### config.mk
export PLATFORM = sky130hd
export DESIGN_NAME = uart_rx
export DESIGN_NICKNAME = d
export VERILOG_FILES = /design/src/rtl/uart_rx.sv
export SDC_FILE = /design/constraint.sdc
export NUM_CORES = 1
export LEC_CHECK = 0
export BUFFER_PORTS_ARGS = -buffer_cell sky130_fd_sc_hd__buf_2
export CORE_MARGIN = 2
export CORE_UTILIZATION = 52
export DETAILED_ROUTE_END_ITERATION = 10
export PLACE_DENSITY = 0.75
export SETUP_SLACK_MARGIN = 0.4
export SYNTH_ARGS = -nofsm -noshare
export SYNTH_HDL_FRONTEND = slang
export SYNTH_SLANG_ARGS = --single-unit
### constraint.sdc
create_clock -name i_clk -period 2.2 [get_ports i_clk]
set_clock_uncertainty 0.15 [all_clocks]
set_input_delay 0.22 -clock i_clk [delete_from_list [all_inputs] [get_ports i_clk]]
set_output_delay 0.22 -clock i_clk [all_outputs]
set_load 0.01 [all_outputs]
### src/rtl/uart_rx.sv
// rtl/uart_rx.sv - 8N1 UART receiver with mid-bit sampling, framing-error and break handling
module uart_rx #(
  parameter int CLOCK_MHZ = 16,
  parameter int BAUD_RATE = 115200
) (
  input  logic       i_clk,
  input  logic       i_rst_n,
  input  logic       i_uart_rx,
  output logic [7:0] o_data,
  output logic       o_valid,
  output logic       o_frame_err,
  output logic       o_busy
);

  localparam int CLKS_PER_BIT = CLOCK_MHZ * 1_000_000 / BAUD_RATE;
  localparam int HALF_BIT     = CLKS_PER_BIT / 2;
  localparam int CNT_W        = $clog2(CLKS_PER_BIT + 1);

  localparam logic [CNT_W-1:0] BIT_LAST  = CNT_W'(CLKS_PER_BIT - 1);
  localparam logic [CNT_W-1:0] HALF_LAST = CNT_W'(HALF_BIT - 1);

  typedef enum logic [2:0] {
    S_IDLE,
    S_START,
    S_DATA,
    S_STOP,
    S_BREAK
  } state_t;

  state_t           state_q, state_d;
  logic [1:0]       sync_q, sync_d;
  logic [CNT_W-1:0] cnt_q, cnt_d;
  logic [2:0]       bit_q, bit_d;
  logic [7:0]       shift_q, shift_d;
  logic [7:0]       data_q, data_d;
  logic             valid_q, valid_d;
  logic             ferr_q, ferr_d;
  logic             busy_q, busy_d;
  logic             rx_s;

  // Second synchroniser stage is the only view of the line the FSM uses.
  assign rx_s = sync_q[1];

  // Next-state logic: line synchroniser, bit timing, shift register and output strobes.
  always_comb begin
    state_d = state_q;
    sync_d  = {sync_q[0], i_uart_rx};
    cnt_d   = cnt_q;
    bit_d   = bit_q;
    shift_d = shift_q;
    data_d  = data_q;
    valid_d = 1'b0;
    ferr_d  = 1'b0;

    case (state_q)
      S_IDLE: begin
        if (!rx_s) begin
          state_d = S_START;
          cnt_d   = '0;
        end
      end
      S_START: begin
        if (cnt_q == HALF_LAST) begin
          // Mid start bit: a line already back high was only a glitch.
          cnt_d   = '0;
          bit_d   = 3'd0;
          state_d = rx_s ? S_IDLE : S_DATA;
        end else begin
          cnt_d = cnt_q + CNT_W'(1);
        end
      end
      S_DATA: begin
        if (cnt_q == BIT_LAST) begin
          cnt_d   = '0;
          shift_d = {rx_s, shift_q[7:1]};
          bit_d   = bit_q + 3'd1;
          if (bit_q == 3'd7) begin
            state_d = S_STOP;
          end
        end else begin
          cnt_d = cnt_q + CNT_W'(1);
        end
      end
      S_STOP: begin
        if (cnt_q == BIT_LAST) begin
          cnt_d = '0;
          if (rx_s) begin
            data_d  = shift_q;
            valid_d = 1'b1;
            state_d = S_IDLE;
          end else begin
            ferr_d  = 1'b1;
            state_d = S_BREAK;
          end
        end else begin
          cnt_d = cnt_q + CNT_W'(1);
        end
      end
      S_BREAK: begin
        // A held-low line must return high before another start is accepted.
        if (rx_s) begin
          state_d = S_IDLE;
        end
      end
      default: begin
        state_d = S_IDLE;
      end
    endcase

    busy_d = (state_d != S_IDLE);
  end

  // State and registered outputs; reset aborts any frame in flight without a pulse.
  always_ff @(posedge i_clk or negedge i_rst_n) begin
    if (!i_rst_n) begin
      state_q <= S_IDLE;
      sync_q  <= 2'b11;
      cnt_q   <= '0;
      bit_q   <= 3'd0;
      shift_q <= 8'h00;
      data_q  <= 8'h00;
      valid_q <= 1'b0;
      ferr_q  <= 1'b0;
      busy_q  <= 1'b0;
    end else begin
      state_q <= state_d;
      sync_q  <= sync_d;
      cnt_q   <= cnt_d;
      bit_q   <= bit_d;
      shift_q <= shift_d;
      data_q  <= data_d;
      valid_q <= valid_d;
      ferr_q  <= ferr_d;
      busy_q  <= busy_d;
    end
  end

  assign o_data      = data_q;
  assign o_valid     = valid_q;
  assign o_frame_err = ferr_q;
  assign o_busy      = busy_q;

endmodule

==> results.sh, run 1 <==
export IMPL_outcome="completed"
export IMPL_wl_um=3520
export IMPL_hpwl_um=2080
export IMPL_syn_nets=138
export IMPL_grt_overflow=0
export IMPL_min_path_type="reg2reg"
export IMPL_drtPass1Iterations=4
export IMPL_drt_initial_drc_count=45
export IMPL_htreeDepth=2
export IMPL_postRouteAntennaNets=0
export IMPL_worst_pin_slew_ps=762
export IMPL_num_rows=20
export IMPL_rr_worst_depth=6
export IMPL_post_route_util=0.699
export IMPL_cp_slowest_cell="or4b_4"
export IMPL_critPathBufInv=2
export IMPL_p_leak_nw=1.05
export IMPL_min_period_ps=2150
export IMPL_max_freq_mhz=466
export IMPL_io_pins=14
export IMPL_hold_viol=0
export IMPL_setup_violations=0
export IMPL_clk_root_buffer_cell="clkbuf_4"
export IMPL_vdd_ir_drop_max_v=0.000282
export IMPL_seq_area_frac_synth=0.547
export IMPL_grt_pass1_vias=1191
export IMPL_fin_area_um2=2100
export IMPL_clock_latency_ps=340
export IMPL_grt_usage=0.210
export IMPL_path_delay_family="simple AND/OR/NAND/NOR gates"
export IMPL_wl_per_cell_um=17.6
export IMPL_fin_nets=174
export IMPL_layout_commonest_cell="dfrtp_1"
export IMPL_crit_start="cnt_q[2]$_DFFE_PN0P_"
export IMPL_required_ps=2280
export IMPL_ys_warn_count=0
export IMPL_clk_pin_slew_ps=100
export IMPL_powerDensity_nw_per_um2=547
export IMPL_synth_area_per_cell_um2=12.3
export IMPL_cts_sinks=35
export IMPL_core_um2=3000
export IMPL_vias_per_cell=5.93
export IMPL_antenna_found_initial=0
export IMPL_initial_core_util=0.535
export IMPL_grt_pass1_wl_um=5370
export IMPL_grt_max_degree=36
export IMPL_reg2reg_from="cnt_q[2]$_DFFE_PN0P_"
export IMPL_placed_area_um2=1800
export IMPL_dieWidth_um=59.6
export IMPL_yosys_cell_types_count=40
export IMPL_endpoint="o_data[6]$_DFFE_PN0P_"
export IMPL_ys_top_cells_by_area="dfrtp_1 (51%), mux2_2 (11%), ha_1 (3.9%)"
export IMPL_areaGrowthSynthToFinish_pct=30.7
export IMPL_r2r_slack_ps=50
export IMPL_rsz0062_at_grt="true"
export IMPL_start_kind="flip-flop"
export IMPL_slew_viol_final=0
export IMPL_gp_congestion=0.937
export IMPL_drv_cap=0
export IMPL_synth_top_area_cell="dfrtp_1"
export IMPL_synth_ff_latch_count=35
export IMPL_clk_path_buf_depth=2
export IMPL_die_h_um=59.6
export IMPL_yosys_most_used_dff="dfrtp_1"
export IMPL_synth_edff_count=0
export IMPL_slew_headroom=0.492
export IMPL_crit_chain="or4b_4, or2_4, nor3_4, buf_6, buf_12, mux2_4"
export IMPL_cts_buffers=5
export IMPL_diodes=0
export IMPL_num_fill_cells=213
export IMPL_fin_crit_sh=0.975
export IMPL_final_cell_mix="dfrtp_1 (31), mux2_4 (16), buf_2 (13), buf_4 (11), inv_1 (8)"
export IMPL_max_stage_delay_ps=540
export IMPL_ys_async_sr_fraction=1.00
export IMPL_place_port_buffers=13
export IMPL_arrival_ps=2220
export IMPL_syn_area_um2=1610
export IMPL_r2r_end="o_data[6]$_DFFE_PN0P_"
export IMPL_vias=1185
export IMPL_drc_errors=0
export IMPL_cp_max_fo=5
export IMPL_worst_path_stages=6
export IMPL_crit_type="reg2reg"
export IMPL_worstSetupEndpointType="flip-flop"
export IMPL_drive_above_1_share=0.461
export IMPL_die_area_um2=3550
export IMPL_cts_tree="yes"
export IMPL_power_mw=1.15
export IMPL_synth_top_area_frac=0.514
export IMPL_syn_instance_count=130
## cells by family (layout without fill, tap and decap cells)
family / Yosys count / count (layout) / share of synthesized area
DFF: 35 / 35 / 0.547
and+or+nand+nor: 35 / 35 / 0.136
xor gates and xnor gates: 1 / 1 / 0.00546
AOI/OAI and AO/OA: 24 / 24 / 0.108
muxes: 19 / 19 / 0.134
adders and majority gates: 5 / 5 / 0.0390
buffers and inverters: 11 / 48 / 0.0312
## worst min path at each step
stage                                   start                endpoint  slack (ps)  depth (start not counted)
after floorplan                       i_rst_n    bit_q[0]$_DFFE_PN0P_        -230                          0
after global placement                i_rst_n  shift_q[2]$_DFFE_PN0P_         160                          1
after detailed placement              i_rst_n  shift_q[2]$_DFFE_PN0P_         180                          1
after CTS                 sync_q[0]$_DFF_PN1_     sync_q[1]$_DFF_PN1_         210                          0
after global routing      sync_q[0]$_DFF_PN1_     sync_q[1]$_DFF_PN1_         220                          0
final                     sync_q[0]$_DFF_PN1_     sync_q[1]$_DFF_PN1_         210                          0
## power breakdown
part / internal (mW) / switching [mW]
registers: 0.646 / 0.00252
logic: 0.00376 / 0.0140
clock network: 0.268 / 0.213
total: 0.919 / 0.229
## layer usage
| metal | vias to the layer above | routed length [um] | GRT usage |
|---|---|---|---|
| li1 | 548 | - | - |
| met1 | 617 | 1560 | 0.242 |
| met2 | 14 | 1830 | 0.364 |
| met3 | 6 | 80 | 0.0655 |
| met4 | 0 | 50 | 0.0762 |
| met5 | - | 0 | 0 |
## what timing repair did
action / in CTS / in global routing
hold buffers: 2 / 0
hold endpoints to repair: 34 / 0
pin swaps: 4 / 0
cloned: 1 / 0
buffers inserted: 4 / 2
gates resized for setup: 17 / 14
endpoints found under the setup margin: 32 / 32
## per-stage QoR
step | TNS (ps) | cells | hold slack (ps) | worst slack, ps
final | 0 | 200 | 211 | 54.6
after global routing | -15.3 | 200 | 220 | -8.18
after CTS | 0 | 198 | 214 | 66.2
after detailed placement | 0 | 183 | 178 | 29.9
after global placement | 0 | 183 | 161 | 82.9
after floorplan | -676 | 130 | -226 | -84.5
## synthesized netlist by cell type, types with 3 or more instances
cell type	count
dfrtp_1	33
nor2_1	3
ha_1	5
mux2_2	16
a21oi_1	3
nand3_1	4
o211ai_1	3
inv_1	8
o21ai_0	4
and3_2	3
nor3_1	4
nand2_1	7
## sequential cells by signal, indices dropped and copies added (netlist names)
| name | flops |
|---|---|
| o_frame_err | 1 |
| o_busy | 1 |
| cnt_q | 8 |
| bit_q | 3 |
| state_q | 3 |
| o_valid | 1 |
| shift_q | 8 |
| sync_q | 2 |
| o_data | 8 |
## layout make-up
class	count	area, um2	area share
timing repair buffer	32	264	0.126
inverter	8	30.0	0.0143
tap	33	41.3	0.0197
clock buffer	6	51.3	0.0244
sequential	35	881	0.420
multi-input combinational	84	796	0.379
clock inverter	2	35.0	0.0167
No activity file was read; power rests on OpenSTA's default activity.
==> inputs of run 2 (changes only) <==
CELL_PAD_IN_SITES_DETAIL_PLACEMENT = 1   (was unset)
CELL_PAD_IN_SITES_GLOBAL_PLACEMENT = 2   (was unset)
CORE_UTILIZATION = 36   (was 52)
CTS_CLUSTER_DIAMETER = 30   (was unset)
SETUP_SLACK_MARGIN = unset   (was 0.4)
==> run 2 against run 1 <==
- clock power up 7.7%
- non-clock buffer count down 6
- worst setup slack about the same
- sequential power about the same
- hold slack worse by 4.2 ps
- via count down 6.3%
==> results.sh, run 2 (synthesized netlist as in run 1, its figures left out) <==
export IMPL_powerDensity_nw_per_um2=609
export IMPL_slew_viol_final=0
export IMPL_dieWidth_um=70.8
export IMPL_hold_viol=0
export IMPL_outcome="completed"
export IMPL_vdd_ir_drop_max_v=0.000299
export IMPL_p_leak_nw=0.968
export IMPL_antenna_found_initial=0
export IMPL_die_area_um2=5010
export IMPL_power_mw=1.18
export IMPL_switching_power_uw=250
export IMPL_layout_commonest_cell="dfrtp_1"
export IMPL_worstSetupEndpointType="flip-flop"
export IMPL_start_kind="flip-flop"
export IMPL_arrival_ps=2170
export IMPL_rr_worst_depth=5
export IMPL_io_pins=14
export IMPL_wl_met2_um=1750
export IMPL_diodes=0
export IMPL_grt_pass1_vias=1245
export IMPL_p_int_uw=935
export IMPL_clk_pin_slew_ps=70
export IMPL_cp_slowest_cell="or4b_4"
export IMPL_max_stage_delay_ps=540
export IMPL_core_um2=4320
export IMPL_slew_headroom=0.479
export IMPL_fin_crit_sh=0.975
export IMPL_postRouteAntennaNets=0
export IMPL_hold_end="sync_q[1]$_DFF_PN1_"
export IMPL_place_port_buffers=13
export IMPL_r2r_slack_ps=50
export IMPL_crit_chain="or4b_4, or2_4, nor3_4, buf_12, mux2_2"
export IMPL_max_freq_mhz=466
export IMPL_grt_overflow=0
export IMPL_drive_above_1_share=0.385
export IMPL_drc_errors=0
export IMPL_crit_type="reg2reg"
export IMPL_num_fill_cells=481
export IMPL_grt_pass1_wl_um=5950
export IMPL_reg2reg_from="cnt_q[5]$_DFFE_PN0P_"
export IMPL_vias_per_cell=5.21
export IMPL_num_rows=24
export IMPL_clk_root_buffer_cell="clkbuf_8"
export IMPL_min_path_type="reg2reg"
export IMPL_drtPass1Iterations=4
export IMPL_swShare=0.211
export IMPL_worst_pin_slew_ps=781
export IMPL_wl_um=3530
export IMPL_combPwrFrac=0.015
export IMPL_seqPwrFrac=0.548
export IMPL_hpwl_um=2540
export IMPL_fin_nets=168
export IMPL_min_delay_start="sync_q[0]$_DFF_PN1_"
export IMPL_grt_max_degree=36
export IMPL_hold_path_cell_count=0
export IMPL_initial_core_util=0.371
export IMPL_m1WireLength_um=1590
export IMPL_routed_top_layer="met4"
export IMPL_clk_path_buf_depth=2
export IMPL_cts_tree="yes"
export IMPL_rsz0062_at_grt="false"
export IMPL_finalSetupTns_ps=0
export IMPL_cts_sinks=35
export IMPL_grt_usage=0.155
export IMPL_gp_congestion=0.783
export IMPL_critPathBufInv=1
export IMPL_wl_met3_um=125
export IMPL_final_cell_mix="dfrtp_1 (33), mux2_2 (15), buf_2 (13), buf_4 (10), inv_1 (8)"
export IMPL_required_ps=2220
export IMPL_htreeDepth=2
export IMPL_r2r_end="o_data[3]$_DFFE_PN0P_"
export IMPL_drv_cap=0
export IMPL_drt_initial_drc_count=21
export IMPL_min_period_ps=2150
export IMPL_pwr_share_clk=0.437
export IMPL_areaGrowthSynthToFinish_pct=21.2
export IMPL_vias=1110
export IMPL_clock_latency_ps=290
export IMPL_wl_per_cell_um=16.6
export IMPL_path_delay_family="simple AND/OR/NAND/NOR gates"
export IMPL_cts_buffers=5
export IMPL_cp_max_fo=9
export IMPL_die_h_um=70.8
export IMPL_setup_violations=0
==> run 2: changes by cell type in the layout (fill, tap and decap cells not counted), sizes merged <==
cell      previous run  this run
buf                 30        24
bufinv               1         0
clkbuf               6         7
clkinv               1         0
clkinvlp             0         1
==> run 2: power by group through the flow <==
stage / registers, mW / clock network, mW / logic [mW]
CTS: 0.649 / 0.533 / 0.0191
floorplan: 0.659 / 0 / 0.00292
detailed placement: 0.661 / 0 / 0.0164
global placement: 0.661 / 0 / 0.0155
global route: 0.648 / 0.562 / 0.0210
finish: 0.649 / 0.518 / 0.0179
==> run 2: cell type report <==
type | instances | area (um2) | area share
clock inverter | 1 | 7.51 | 0.00386
sequential | 35 | 878 | 0.451
multi-input combinational | 84 | 688 | 0.354
timing repair buffer | 26 | 180 | 0.0926
inverter | 8 | 30.0 | 0.0154
tap | 52 | 65.1 | 0.0334
clock buffer | 7 | 96.3 | 0.0495
==> run 2: worst max path at each step <==
stage | from | cells after the start | end
4_1_cts | cnt_q[5]$_DFFE_PN0P_ | 5 | o_data[3]$_DFFE_PN0P_
6_report | cnt_q[5]$_DFFE_PN0P_ | 5 | o_data[3]$_DFFE_PN0P_
5_1_grt | cnt_q[5]$_DFFE_PN0P_ | 5 | o_data[1]$_DFFE_PN0P_
3_5_place_dp | cnt_q[5]$_DFFE_PN0P_ | 5 | o_data[7]$_DFFE_PN0P_
2_1_floorplan | cnt_q[4]$_DFFE_PN0P_ | 5 | o_data[1]$_DFFE_PN0P_
3_3_place_gp | cnt_q[5]$_DFFE_PN0P_ | 5 | o_data[1]$_DFFE_PN0P_
==> run 2: stage by stage <==
step | instance area, um2 | hold WS, ps | utilization | std cells | setup slack (ps)
finish | 1950 | 207 | 0.450 | 213 | 54.8
CTS | 1940 | 208 | 0.448 | 213 | 16.5
detailed placement | 1810 | 177 | 0.420 | 203 | 22.7
floorplan | 1620 | -226 | - | 130 | -91.3
global route | 1950 | 215 | 0.450 | 213 | 8.52
global placement | 1810 | 175 | 0.420 | 203 | 74.4
==> run 2: routing by layer <==
layer	vias to the layer above	track usage
met5	-	0
met4	0	0.0692
met3	5	0.0456
met2	16	0.261
met1	558	0.184
li1	531	-
==> run 2: what timing repair did <==
| action | CTS | global route |
|---|---|---|
| hold buffers | 2 | 0 |
| buffers inserted | 0 | 0 |
| endpoints found under the hold margin | 34 | 0 |
| endpoints found under the setup margin | 0 | 11 |
| gates resized for setup | 0 | 2 |
